==> src/rtl/rs_decoder_10_8.sv <==
// RS(10,8) single-symbol-error decoder over GF(16) (x^4+x+1), roots alpha^1 and alpha^2.
// Buffers one codeword, solves it in a single cycle, then streams the 8 corrected data symbols.
module rs_decoder_10_8 #(
    parameter int SYMBOL_WIDTH = 4,
    parameter int N            = 10,
    parameter int K            = 8
) (
    input  logic                    clk,
    input  logic                    reset,
    input  logic [SYMBOL_WIDTH-1:0] in_data,
    input  logic                    in_valid,
    output logic                    in_ready,
    output logic [SYMBOL_WIDTH-1:0] out_data,
    output logic                    out_valid,
    input  logic                    out_ready,
    output logic                    out_last,
    output logic                    err_corrected,
    output logic                    err_uncorrectable
);

    typedef enum logic [1:0] {COLLECT, SOLVE, EMIT} state_t;

    state_t     state;
    logic [3:0] cnt;
    logic [2:0] idx;
    logic [2:0] idx_next;
    logic [3:0] s1;
    logic [3:0] s2;
    logic [3:0] mem [0:7];
    logic       fix;
    logic [3:0] fix_deg;
    logic [3:0] fix_val;

    logic [3:0] l1;
    logic [3:0] l2;
    logic [3:0] p;
    logic [3:0] e_exp;
    logic       dec_fix;
    logic       dec_unc;
    logic [3:0] dec_deg;
    logic [3:0] dec_val;

    // Port symbols put alpha^0 in bit3; internal arithmetic uses bit i = alpha^i.
    function automatic logic [3:0] rev4(input logic [3:0] x);
        return {x[0], x[1], x[2], x[3]};
    endfunction

    function automatic logic [3:0] mul_a(input logic [3:0] x);
        return {x[2:0], 1'b0} ^ (x[3] ? 4'b0011 : 4'b0000);
    endfunction

    function automatic logic [3:0] gf_log(input logic [3:0] x);
        logic [3:0] r;
        case (x)
            4'b0001: r = 4'd0;
            4'b0010: r = 4'd1;
            4'b0100: r = 4'd2;
            4'b1000: r = 4'd3;
            4'b0011: r = 4'd4;
            4'b0110: r = 4'd5;
            4'b1100: r = 4'd6;
            4'b1011: r = 4'd7;
            4'b0101: r = 4'd8;
            4'b1010: r = 4'd9;
            4'b0111: r = 4'd10;
            4'b1110: r = 4'd11;
            4'b1111: r = 4'd12;
            4'b1101: r = 4'd13;
            4'b1001: r = 4'd14;
            default: r = 4'd0;
        endcase
        return r;
    endfunction

    function automatic logic [3:0] gf_exp(input logic [3:0] k);
        logic [3:0] r;
        case (k)
            4'd0:    r = 4'b0001;
            4'd1:    r = 4'b0010;
            4'd2:    r = 4'b0100;
            4'd3:    r = 4'b1000;
            4'd4:    r = 4'b0011;
            4'd5:    r = 4'b0110;
            4'd6:    r = 4'b1100;
            4'd7:    r = 4'b1011;
            4'd8:    r = 4'b0101;
            4'd9:    r = 4'b1010;
            4'd10:   r = 4'b0111;
            4'd11:   r = 4'b1110;
            4'd12:   r = 4'b1111;
            4'd13:   r = 4'b1101;
            4'd14:   r = 4'b1001;
            default: r = 4'b0001;
        endcase
        return r;
    endfunction

    function automatic logic [3:0] mod15(input logic [5:0] v);
        logic [5:0] r;
        r = v;
        if (r >= 6'd30) begin
            r = r - 6'd30;
        end else if (r >= 6'd15) begin
            r = r - 6'd15;
        end
        return r[3:0];
    endfunction

    // Buffer index i holds degree 9-i, so parity positions (p = 0, 1) never match.
    function automatic logic [3:0] corrected(input logic [3:0] sym, input logic [2:0] i,
                                             input logic f, input logic [3:0] deg,
                                             input logic [3:0] val);
        return sym ^ ((f && (deg == 4'd9 - {1'b0, i})) ? val : 4'b0000);
    endfunction

    assign l1       = gf_log(s1);
    assign l2       = gf_log(s2);
    assign p        = mod15(6'd15 + {2'b00, l2} - {2'b00, l1});
    assign e_exp    = mod15(6'd15 + {1'b0, l1, 1'b0} - {2'b00, l2});
    assign idx_next = idx + 3'd1;

    always_comb begin
        dec_fix = 1'b0;
        dec_unc = 1'b0;
        dec_deg = 4'd0;
        dec_val = 4'd0;
        if (s1 == 4'd0 && s2 == 4'd0) begin
            dec_fix = 1'b0;
        end else if (s1 == 4'd0 || s2 == 4'd0) begin
            dec_unc = 1'b1;
        end else if (p >= 4'd10) begin
            dec_unc = 1'b1;
        end else begin
            dec_fix = 1'b1;
            dec_deg = p;
            dec_val = rev4(gf_exp(e_exp));
        end
    end

    // Ready is decoded from state so it rises in the very first cycle after reset.
    assign in_ready = (state == COLLECT) && !reset;

    always_ff @(posedge clk) begin
        if (state == COLLECT && in_valid && cnt < 4'(K)) begin
            mem[cnt[2:0]] <= in_data;
        end
    end

    always_ff @(posedge clk) begin
        if (reset) begin
            state             <= COLLECT;
            cnt               <= 4'd0;
            idx               <= 3'd0;
            s1                <= 4'd0;
            s2                <= 4'd0;
            fix               <= 1'b0;
            out_valid         <= 1'b0;
            out_last          <= 1'b0;
            out_data          <= 4'd0;
            err_corrected     <= 1'b0;
            err_uncorrectable <= 1'b0;
        end else begin
            case (state)
                COLLECT: begin
                    if (in_valid) begin
                        s1 <= mul_a(s1) ^ rev4(in_data);
                        s2 <= mul_a(mul_a(s2)) ^ rev4(in_data);
                        if (cnt == 4'(N - 1)) begin
                            cnt   <= 4'd0;
                            state <= SOLVE;
                        end else begin
                            cnt <= cnt + 4'd1;
                        end
                    end
                end
                SOLVE: begin
                    fix               <= dec_fix;
                    fix_deg           <= dec_deg;
                    fix_val           <= dec_val;
                    err_corrected     <= dec_fix;
                    err_uncorrectable <= dec_unc;
                    idx               <= 3'd0;
                    out_data          <= corrected(mem[0], 3'd0, dec_fix, dec_deg, dec_val);
                    out_valid         <= 1'b1;
                    out_last          <= 1'b0;
                    state             <= EMIT;
                end
                EMIT: begin
                    if (out_ready) begin
                        if (out_last) begin
                            out_valid <= 1'b0;
                            out_last  <= 1'b0;
                            s1        <= 4'd0;
                            s2        <= 4'd0;
                            state     <= COLLECT;
                        end else begin
                            idx      <= idx_next;
                            out_data <= corrected(mem[idx_next], idx_next, fix, fix_deg, fix_val);
                            out_last <= (idx_next == 3'(K - 1));
                        end
                    end
                end
                default: state <= COLLECT;
            endcase
        end
    end

endmodule

==> config.mk <==
export PLATFORM = sky130hd
export DESIGN_NAME = rs_decoder_10_8
export DESIGN_NICKNAME = d
export VERILOG_FILES = /design/src/rtl/rs_decoder_10_8.sv
export SDC_FILE = /design/constraint.sdc
export NUM_CORES = 1
export LEC_CHECK = 0
export BUFFER_PORTS_ARGS = -buffer_cell sky130_fd_sc_hd__buf_4
export CAP_MARGIN = 20
export CORE_ASPECT_RATIO = 1.5
export CORE_MARGIN = 2
export CORE_UTILIZATION = 60
export DETAILED_ROUTE_END_ITERATION = 12
export PLACE_DENSITY = 0.84
export SKIP_CTS_REPAIR_TIMING = 1
export SLEW_MARGIN = 20
export SYNTH_ARGS = -nofsm -noshare
export SYNTH_HDL_FRONTEND = slang
export SYNTH_SLANG_ARGS = --single-unit
==> constraint.sdc <==
create_clock -name clk -period 7.1 [get_ports clk]
set_input_delay 1.065 -clock clk [delete_from_list [all_inputs] [get_ports clk]]
set_output_delay 1.065 -clock clk [all_outputs]
set_load 0.05 [all_outputs]
==> impl_metrics.env, run 1 <==
export IMPL_tritoncts="done"
export IMPL_fin_crit_sh_pct=62.6
export IMPL_grt_overflow=0
export IMPL_ant_nets=0
export IMPL_avgViaCountPerCell=6.23
export IMPL_finalHoldViolations=0
export IMPL_synth_area_sq_mm=0.00461
export IMPL_setup_tns_ns=0
export IMPL_synthDistinctLibCells=70
export IMPL_syn_to_final_growth_pct=10.6
export IMPL_drt_first_pass_iters=6
export IMPL_cp_top_family="adder cells"
export IMPL_grt_use_total_pct=26.2
export IMPL_arrival_ns=4.70
export IMPL_grt_setup_unrepaired="no"
export IMPL_outcome="completed"
export IMPL_critPathLaunchType="flip-flop"
export IMPL_crit_end="out_data[0]"
export IMPL_worst_path_stages=18
export IMPL_crit_path_max_fanout=12
export IMPL_worst_path_buf_inv=3
export IMPL_rows=39
export IMPL_rr_startpoint="l2[2]"
export IMPL_clk_pin_slew_ns=0.06
export IMPL_ir_drop_v=0.000213
export IMPL_routed_wl_microns=10300
export IMPL_die_w_microns=75.6
export IMPL_fp_dieArea_sq_mm=0.00841
export IMPL_slew_viol_final=0
export IMPL_dp_hpwl_microns=7310
export IMPL_wl_per_cell_microns=17.9
export IMPL_clock_skew_ns=0.00659
export IMPL_synth_warnings=0
export IMPL_core_area_sq_mm=0.00751
export IMPL_min_period_ns=4.44
export IMPL_powerDensity_mw_per_mm2=325
export IMPL_dr_total_vias=3581
export IMPL_maxCapViolCount=0
export IMPL_regArea_sq_mm=0.00186
export IMPL_cts_htree_levels=3
export IMPL_multi_input_area_sq_mm=0.00253
export IMPL_reg2reg_depth=18
export IMPL_worstSetupStartpoint="l2[2]"
export IMPL_grt_max_degree=29
export IMPL_drcViolationCount=0
export IMPL_slowest_stage="fa_1"
export IMPL_cts_root_buf="clkbuf_16"
export IMPL_numCtsBuffers=9
export IMPL_async_reset_ff_share_pct=0
export IMPL_tightest_slew_ns=1.11
export IMPL_drt_first_iter_violations=323
export IMPL_dieHeight_microns=111
export IMPL_portBuffers=16
export IMPL_cts_sinks=73
export IMPL_r2r_slack_ns=2.66
export IMPL_crit_required_ns=7.36
export IMPL_hold_path_class="reg -> reg"
export IMPL_grt_pass1_wl_microns=16700
export IMPL_ios=17
export IMPL_insertion_delay_ns=0.33
export IMPL_antenna_diode_count=0
export IMPL_setup_ws_ns=2.66
export IMPL_grt_pass1_vias=3520
export IMPL_syn_avg_cell_area_sq_um=10.0
export IMPL_pre_cts_slack_ns=2.82
export IMPL_cp_end_kind="flip-flop"
export IMPL_ys_flop_type="edfxtp_1"
export IMPL_syn_inst=460
export IMPL_drive_above_1_share_pct=12.1
export IMPL_synth_seq_cells=73
export IMPL_relSlewSlack_pct=25.3
export IMPL_seq_area_frac_synth_pct=40.4
export IMPL_synth_edff_count=40
export IMPL_gp_congestion=1.06
export IMPL_synthesis_nets=506
export IMPL_r2r_end="out_data[0]"
export IMPL_setup_viol=0
export IMPL_timing_fmax_ghz=0.225
export IMPL_start_util_pct=61.3
export IMPL_clockBufferDepth=2
export IMPL_critPathMaxStageDelay_ns=0.80
export IMPL_crit_chain="inv_1 > ha_1 > ha_1 > inv_1 > fa_1 > nand3b_1 > nand2_1 > or4_1 > o311ai_1 > inv_1 > ha_1 > nand2_1 > o31ai_1 > a32oi_1 > o311ai_0 > o21ai_1 > o21ai_0 > a31oi_1"
export IMPL_leakagePower_nw=1.93
export IMPL_antenna_found_initial=0
export IMPL_fin_total_pwr_mw=1.65
export IMPL_nFillCells=585
export IMPL_worst_setup_path_type="reg -> reg"
export IMPL_finalNetCount=514
-- layer usage --
layer	GRT usage (%)	up-vias	part of all wire (%)
met4	10.3	0	3.4
li1	-	1690	-
met1	31.7	1721	38
met2	45.2	137	53
met5	0	-	0
met3	4.34	33	5.7
-- worst min path at each step --
| stage | start | endpoint | slack (ns) | cells after the start |
|---|---|---|---|---|
| 4_1_cts | idx[2] | idx[2] | 0.50 | 2 |
| 6_report | idx[2] | idx[2] | 0.50 | 2 |
| 5_1_grt | out_valid | out_valid | 0.55 | 2 |
| 2_1_floorplan | idx[2] | idx[2] | 0.47 | 2 |
| 3_5_place_dp | idx[2] | idx[2] | 0.49 | 2 |
| 3_3_place_gp | idx[2] | idx[2] | 0.48 | 2 |
-- state kept, by name (all words and copies together), names as in the netlist --
signal             cells
mem                   32
err_uncorrectable      1
state                  2
out_valid              1
s1                     4
out_data               4
fix_val                4
l2                     4
fix                    1
s2                     4
l1                     4
cnt                    4
out_last               1
fix_deg                4
idx                    3
-- Yosys cell counts, types with 3 or more instances --
cell type  instances  share of area (%)
nor2_1            49                4.0
edfxtp_1          40                 26
ha_1              36                9.8
nand2_1           34                2.8
dfxtp_1           33                 14
inv_1             33                2.7
a21oi_1           24                2.6
xnor2_1           22                4.2
o21ai_0           20                2.2
clkbuf_1          15                1.2
mux2i_1           13                2.8
mux4_2            10                4.9
nor3_1            10                1.1
a31oi_1            8                1.1
o31ai_1            7                1.1
or3_1              7               0.95
nand2b_1           6               0.81
nand4_1            5               0.68
nor2b_1            5               0.68
a21boi_0           4               0.65
nand3_1            4               0.43
nor3b_1            4               0.65
o22ai_1            4               0.54
o311ai_0           4               0.76
xor2_1             4               0.76
and2_1             3               0.41
nand3b_1           3               0.49
-- cell families after synthesis --
group,Yosys count,share of synthesized area [%]
and+or+nand+nor,146,16.1
AOI/OAI and AO/OA,97,14.3
DFF,73,40.4
buffers and inverters,53,4.61
adders and majority gates,38,10.6
xor gates and xnor gates,27,5.29
muxes,26,8.69
-- cell usage in the layout (no fill, tap or decap), types with 3 or more instances in the layout --
master	n
buf_4	16
mux4_2	10
mux2i_1	13
a21boi_0	4
nand3b_1	3
xnor2_1	22
dfxtp_1	33
nor3b_1	4
nand2b_1	6
o21ai_0	20
nor2_1	49
and2_1	3
a31oi_1	8
edfxtp_1	40
o311ai_0	4
clkbuf_16	9
nor2b_1	5
ha_1	36
a21oi_1	24
o22ai_1	4
inv_6	4
nand2_1	34
nand4_1	5
nand3_1	4
o31ai_1	7
xor2_1	4
nor3_1	10
or3_1	7
inv_1	33
-- through the flow --
| stage | utilization, % | hold WS, ns | instance area (sq um) | cells |
|---|---|---|---|---|
| 6_report | 67.8 | 0.503 | 5100 | 575 |
| 5_1_grt | 67.8 | 0.549 | 5100 | 575 |
| 4_1_cts | 67.8 | 0.503 | 5100 | 575 |
| 3_5_place_dp | 63.5 | 0.494 | 4770 | 559 |
| 3_3_place_gp | 63.5 | 0.480 | 4770 | 559 |
| 2_1_floorplan | - | 0.469 | 4610 | 460 |
-- final cells by class --
type	count	area share (%)
timing repair buffer	16	2.36
tap	102	2.50
inverter	34	2.50
sequential	73	36.5
clock inverter	7	1.94
clock buffer	9	4.42
multi-input combinational	334	49.7
-- worst register-to-register path, cell delays in order (launching register included) --
cell	delay (ns)
dfxtp_1	0.33
inv_1	0.06
ha_1	0.29
ha_1	0.18
inv_1	0.06
fa_1	0.80
nand3b_1	0.22
nand2_1	0.11
or4_1	0.56
o311ai_1	0.21
inv_1	0.20
ha_1	0.28
nand2_1	0.08
o31ai_1	0.08
a32oi_1	0.22
o311ai_0	0.19
o21ai_1	0.20
o21ai_0	0.13
a31oi_1	0.18
-- power breakdown --
part	internal, mW	leakage [nW]	switching (mW)
clock network	0.311	0.159	0.180
registers	0.466	0.634	0.0144
logic	0.267	1.13	0.415
Note: power is estimated with default switching activity, not from simulation.
==> inputs of run 2 (changes only) <==
- CORE_UTILIZATION: 60 -> 56
- PLACE_DENSITY: 0.84 -> 0.82
- clock period: 7.1 -> 3.7 ns (I/O delays scaled with it)
==> impl_metrics.env, run 2 (synthesis gave the netlist of run 1 again) <==
export IMPL_clk_pin_slew_ns=0.06
export IMPL_crit_path_max_fanout=5
export IMPL_timing_fmax_ghz=0.273
export IMPL_outcome="completed"
export IMPL_avgViaCountPerCell=6.11
export IMPL_ios=17
export IMPL_routed_wl_microns=11000
export IMPL_leakagePower_nw=2.09
export IMPL_finalHoldViolations=0
export IMPL_drcViolationCount=0
export IMPL_critPathLaunchType="flip-flop"
export IMPL_largest_register_ffs=32
export IMPL_rows=40
export IMPL_placed_cell_area_sq_mm=0.00493
export IMPL_grt_use_total_pct=24.6
export IMPL_cts_htree_levels=3
export IMPL_dr_total_vias=3726
export IMPL_dp_hpwl_microns=7720
export IMPL_drt_first_pass_iters=6
export IMPL_grt_overflow=0
export IMPL_cts_root_buf="clkbuf_16"
export IMPL_regArea_sq_mm=0.00186
export IMPL_grt_pass1_wl_microns=17200
export IMPL_finalNetCount=546
export IMPL_hold_path_class="in -> reg"
export IMPL_antenna_found_initial=0
export IMPL_post_route_util_pct=67.7
export IMPL_portBuffers=16
export IMPL_core_area_sq_mm=0.00801
export IMPL_tightest_slew_ns=0.809
export IMPL_min_period_ns=3.67
export IMPL_drt_first_iter_violations=271
export IMPL_drive_above_1_share_pct=21.4
export IMPL_syn_to_final_growth_pct=17.5
export IMPL_multi_input_area_sq_mm=0.00262
export IMPL_maxCapViolCount=0
export IMPL_fin_crit_sh_pct=99.1
export IMPL_mostFrequentLayoutCells="nor2_1, buf_4, edfxtp_1"
export IMPL_cp_end_kind="flip-flop"
export IMPL_nFillCells=574
export IMPL_powerDensity_mw_per_mm2=647
export IMPL_insertion_delay_ns=0.35
export IMPL_fin_total_pwr_mw=3.51
export IMPL_dp_cells=583
export IMPL_grt_max_degree=29
export IMPL_die_w_microns=78.1
export IMPL_fin_cells=610
export IMPL_grt_pass1_vias=3642
export IMPL_relSlewSlack_pct=45.9
export IMPL_arrival_ns=3.75
export IMPL_slew_viol_final=0
export IMPL_wl_per_cell_microns=18.1
export IMPL_setup_viol=0
export IMPL_worst_setup_path_type="reg -> reg"
export IMPL_crit_required_ns=3.78
export IMPL_ant_nets=0
export IMPL_tritoncts="done"
export IMPL_ir_drop_v=0.000405
export IMPL_dieHeight_microns=115
export IMPL_clock_skew_ns=0.00677
export IMPL_cts_sinks=73
export IMPL_fp_dieArea_sq_mm=0.00899
export IMPL_numCtsBuffers=9
export IMPL_antenna_diode_count=0
export IMPL_grt_setup_unrepaired="yes"
export IMPL_gp_congestion=0.959
export IMPL_final_area_sq_mm=0.00542
export IMPL_final_common_cell="nor2_1"
export IMPL_clockBufferDepth=2
export IMPL_start_util_pct=57.6
export IMPL_setup_tns_ns=0
[run 2: cell count changes in the layout (fill, tap and decap cells not counted), sizes merged]
cell	delta
buf	+32
bufinv	-1
clkinvlp	+1
[run 2: critical path, cell delays in order, from the launching register on]
cell and delay, ns:
dfxtp_2 0.38, inv_1 0.08, ha_1 0.21, ha_2 0.20
inv_2 0.06, fa_2 0.44, buf_4 0.16, nor4b_4 0.38
nor2_2 0.12, nand2_2 0.09, xnor2_2 0.11, inv_1 0.09
ha_2 0.19, nor3b_1 0.24, o31ai_1 0.11, nand3_1 0.10
a21oi_1 0.05, mux2i_1 0.20, buf_4 0.16, nor2_1 0.04
[run 2: area by class of cell]
class / instances / area share (%)
clock buffer: 9 / 4.16
clock inverter: 7 / 1.55
inverter: 34 / 2.36
multi-input combinational: 334 / 48.3
sequential: 73 / 34.4
tap: 105 / 2.42
timing repair buffer: 48 / 6.79
[run 2: worst paths after layout]
kind / start / to / slack (ns) / cells past startpoint
max: l2[1] / fix_val[3] / 0.03 / 19
min reg2reg: idx[2] / idx[2] / 0.51 / 2
max reg2reg: l2[1] / fix_val[3] / 0.03 / 19
min: in_valid / state[0] / 0.46 / 3
[run 2: metrics by stage]
step	worst slack (ns)	hold WS (ns)
after global routing	-0.118	0.486
after CTS	-0.0581	0.464
after floorplan	0.0214	0.469
after global placement	0.0530	0.480
after detailed placement	-0.0448	0.502
final	0.0334	0.460
[run 2: power by group]
part | leakage, nW | switching [mW] | internal [mW] | total, mW
sequential | 0.634 | 0.0269 | 0.894 | 0.921
clock | 0.149 | 0.368 | 0.535 | 0.903
combinational | 1.31 | 0.906 | 0.776 | 1.68
total | 2.09 | 1.30 | 2.20 | 3.51
[run 2: layer usage]
| layer | track usage (%) | routed length (microns) |
|---|---|---|
| met5 | 0 | 0 |
| met2 | 45.6 | 5940 |
| met3 | 3.69 | 487 |
| met1 | 28.4 | 4170 |
| met4 | 9.71 | 422 |
==> inputs of run 3 (changes only) <==
- ABC_AREA: default -> 1
==> impl_metrics.env, run 3 <==
export IMPL_min_period_ns=3.43
export IMPL_finalHoldViolations=0
export IMPL_fp_dieArea_sq_mm=0.00870
export IMPL_cts_root_buf="clkbuf_16"
export IMPL_final_common_cell="nand2_1"
export IMPL_core_area_sq_mm=0.00766
export IMPL_sw_frac_of_total_pct=36.7
export IMPL_gp_congestion=0.865
export IMPL_fin_cells=670
export IMPL_rows=39
export IMPL_die_w_microns=76.8
export IMPL_synth_area_sq_mm=0.00445
export IMPL_tritoncts="done"
export IMPL_placed_cell_area_sq_mm=0.00469
export IMPL_crit_path_max_fanout=5
export IMPL_power_share_clock_pct=31.4
export IMPL_numCtsBuffers=9
export IMPL_hold_depth=2
export IMPL_ir_drop_v=0.000307
export IMPL_timing_fmax_ghz=0.292
export IMPL_grt_max_degree=21
export IMPL_largest_register_ffs=32
export IMPL_tightest_slew_ns=0.935
export IMPL_drt_first_pass_iters=7
export IMPL_whs_ns=0.481
export IMPL_setup_viol=0
export IMPL_synth_common_cells="nand2_1, inv_1, edfxtp_1"
export IMPL_worstSetupStartpoint="l2[2]"
export IMPL_rr_startpoint="l2[2]"
export IMPL_nFillCells=593
export IMPL_antenna_diode_count=0
export IMPL_mostFrequentLayoutCells="nand2_1, inv_1, edfxtp_1"
export IMPL_start_util_pct=58.1
export IMPL_synth_top_area_cell="edfxtp_1"
export IMPL_synthesis_nets=587
export IMPL_pre_cts_slack_ns=0.208
export IMPL_critPathMaxStageDelay_ns=0.46
export IMPL_async_reset_ff_share_pct=0
export IMPL_drcViolationCount=0
export IMPL_syn_to_final_growth_pct=13.4
export IMPL_maxCapViolCount=0
export IMPL_grt_overflow=0
export IMPL_dieHeight_microns=113
export IMPL_yosysMostFrequentCell="nand2_1"
export IMPL_cp_end_kind="flip-flop"
export IMPL_critPathLaunchType="flip-flop"
export IMPL_powerDensity_mw_per_mm2=623
export IMPL_ios=17
export IMPL_dp_cells=654
export IMPL_cpMostUsedCell="nand2_1"
export IMPL_slew_viol_final=0
export IMPL_slowest_stage="fa_1"
export IMPL_grt_pass1_wl_microns=16200
export IMPL_grt_setup_unrepaired="yes"
export IMPL_avgViaCountPerCell=5.56
export IMPL_final_area_sq_mm=0.00505
export IMPL_routed_wl_microns=9880
export IMPL_drt_first_iter_violations=228
export IMPL_dp_hpwl_microns=7360
export IMPL_crit_required_ns=3.91
export IMPL_synth_seq_cells=73
export IMPL_worst_setup_path_type="reg -> reg"
export IMPL_ys_flop_type="edfxtp_1"
export IMPL_wl_per_cell_microns=14.7
export IMPL_arrival_ns=3.64
export IMPL_ant_nets=0
export IMPL_hold_path_class="reg -> reg"
export IMPL_clockBufferDepth=2
export IMPL_crit_chain="inv_1 > ha_1 > ha_1 > inv_1 > fa_1 > inv_2 > nand2_1 > nor2_1 > nand2_1 > nand2_1 > inv_1 > nand2_1 > xor2_2 > ha_1 > nand3_1 > nand2_1 > nand2_1 > o21ai_0 > a21oi_2 > nand2_1 > nand2_1 > nand3_1 > nand2_1 > a21oi_2"
export IMPL_grt_use_total_pct=23.4
export IMPL_synthDistinctLibCells=40
export IMPL_r2r_slack_ns=0.27
export IMPL_fin_total_pwr_mw=3.15
export IMPL_fin_crit_sh_pct=92.6
export IMPL_outcome="completed"
export IMPL_grt_pass1_vias=3756
export IMPL_p_comb_share_pct=38.9
export IMPL_cts_htree_levels=3
export IMPL_min_from="out_data[0]"
export IMPL_leakagePower_nw=2.29
export IMPL_setup_ws_ns=0.274
export IMPL_syn_inst=541
export IMPL_dr_total_vias=3725
export IMPL_clk_pin_slew_ns=0.06
export IMPL_r2r_end="out_data[3]"
export IMPL_antenna_found_initial=0
export IMPL_portBuffers=16
export IMPL_seq_area_frac_synth_pct=41.8
export IMPL_reg2reg_depth=24
export IMPL_synth_edff_count=40
export IMPL_clock_skew_ns=0.00413
export IMPL_finalNetCount=609
export IMPL_drive_above_1_share_pct=12.0
export IMPL_p_sw_mw=1.16
export IMPL_cts_sinks=73
export IMPL_min_to="out_data[0]"
export IMPL_relSlewSlack_pct=37.1
export IMPL_synth_area_top_cells="edfxtp_1, dfxtp_1, nand2_1, ha_1, inv_1"
export IMPL_seq_power_share_pct=29.7
export IMPL_syn_avg_cell_area_sq_um=8.23
export IMPL_insertion_delay_ns=0.33
export IMPL_synth_warnings=0
export IMPL_synthDominantCellAreaShare_pct=27.0
export IMPL_p_int_mw=1.99
==> run 3: cell type report <==
class	instances	area, sq um	share of cell area [%]
tap	102	128	2.53
sequential	73	1860	36.9
timing repair buffer	20	150	2.97
inverter	80	300	5.95
clock buffer	9	225	4.46
multi-input combinational	379	2270	44.9
clock inverter	7	119	2.35
==> run 3: cells by family (layout without fill, tap and decap cells) <==
| group | Yosys count | in the layout | share of synthesized area, % |
|---|---|---|---|
| xor+xnor | 22 | 22 | 4.50 |
| simple gates | 224 | 224 | 22.0 |
| fa+ha+maj | 38 | 38 | 11.0 |
| compound gates | 95 | 95 | 13.1 |
| flops | 73 | 73 | 41.8 |
| buf+inv | 89 | 116 | 7.56 |
==> run 3: layer usage <==
layer / share of wire [%] / up-vias / track usage (%)
met5: 0 / - / 0
met4: 1.5 / 0 / 8.61
met3: 4.3 / 20 / 3.75
met2: 55 / 115 / 46.3
met1: 39 / 1756 / 24.4
li1: - / 1834 / -
==> run 3: through the flow <==
step,util [%],TNS [ns]
global placement,61.3,0
floorplan,-,0
CTS,65.8,0
global route,65.9,-0.0346
finish,65.9,0
detailed placement,61.3,0
==> run 3: critical path: cells and delay by family (launching register included) <==
family | cells | cell delay (ns)
adders and majority gates | 4 | 1.20
and+or+nand+nor | 12 | 0.90
DFF | 1 | 0.33
buffers and inverters | 4 | 0.32
AOI/OAI and AO/OA | 3 | 0.31
xor gates and xnor gates | 1 | 0.24
==> run 3: worst max-delay path by stage <==
stage                  endpoint  slack, ns
finish              out_data[3]       0.27
floorplan           out_data[3]       0.52
global route        out_data[3]      -0.03
CTS                 out_data[3]       0.19
global placement    out_data[3]       0.39
detailed placement  out_data[2]       0.21
==> run 3: power by group through the flow <==
stage / logic, mW / clock network (mW) / registers [mW]
2_1_floorplan: 0.975 / 0 / 0.942
3_3_place_gp: 1.14 / 0 / 0.948
6_report: 1.22 / 0.989 / 0.935
5_1_grt: 1.40 / 1.02 / 0.938
3_5_place_dp: 1.20 / 0 / 0.950
4_1_cts: 1.21 / 0.993 / 0.934
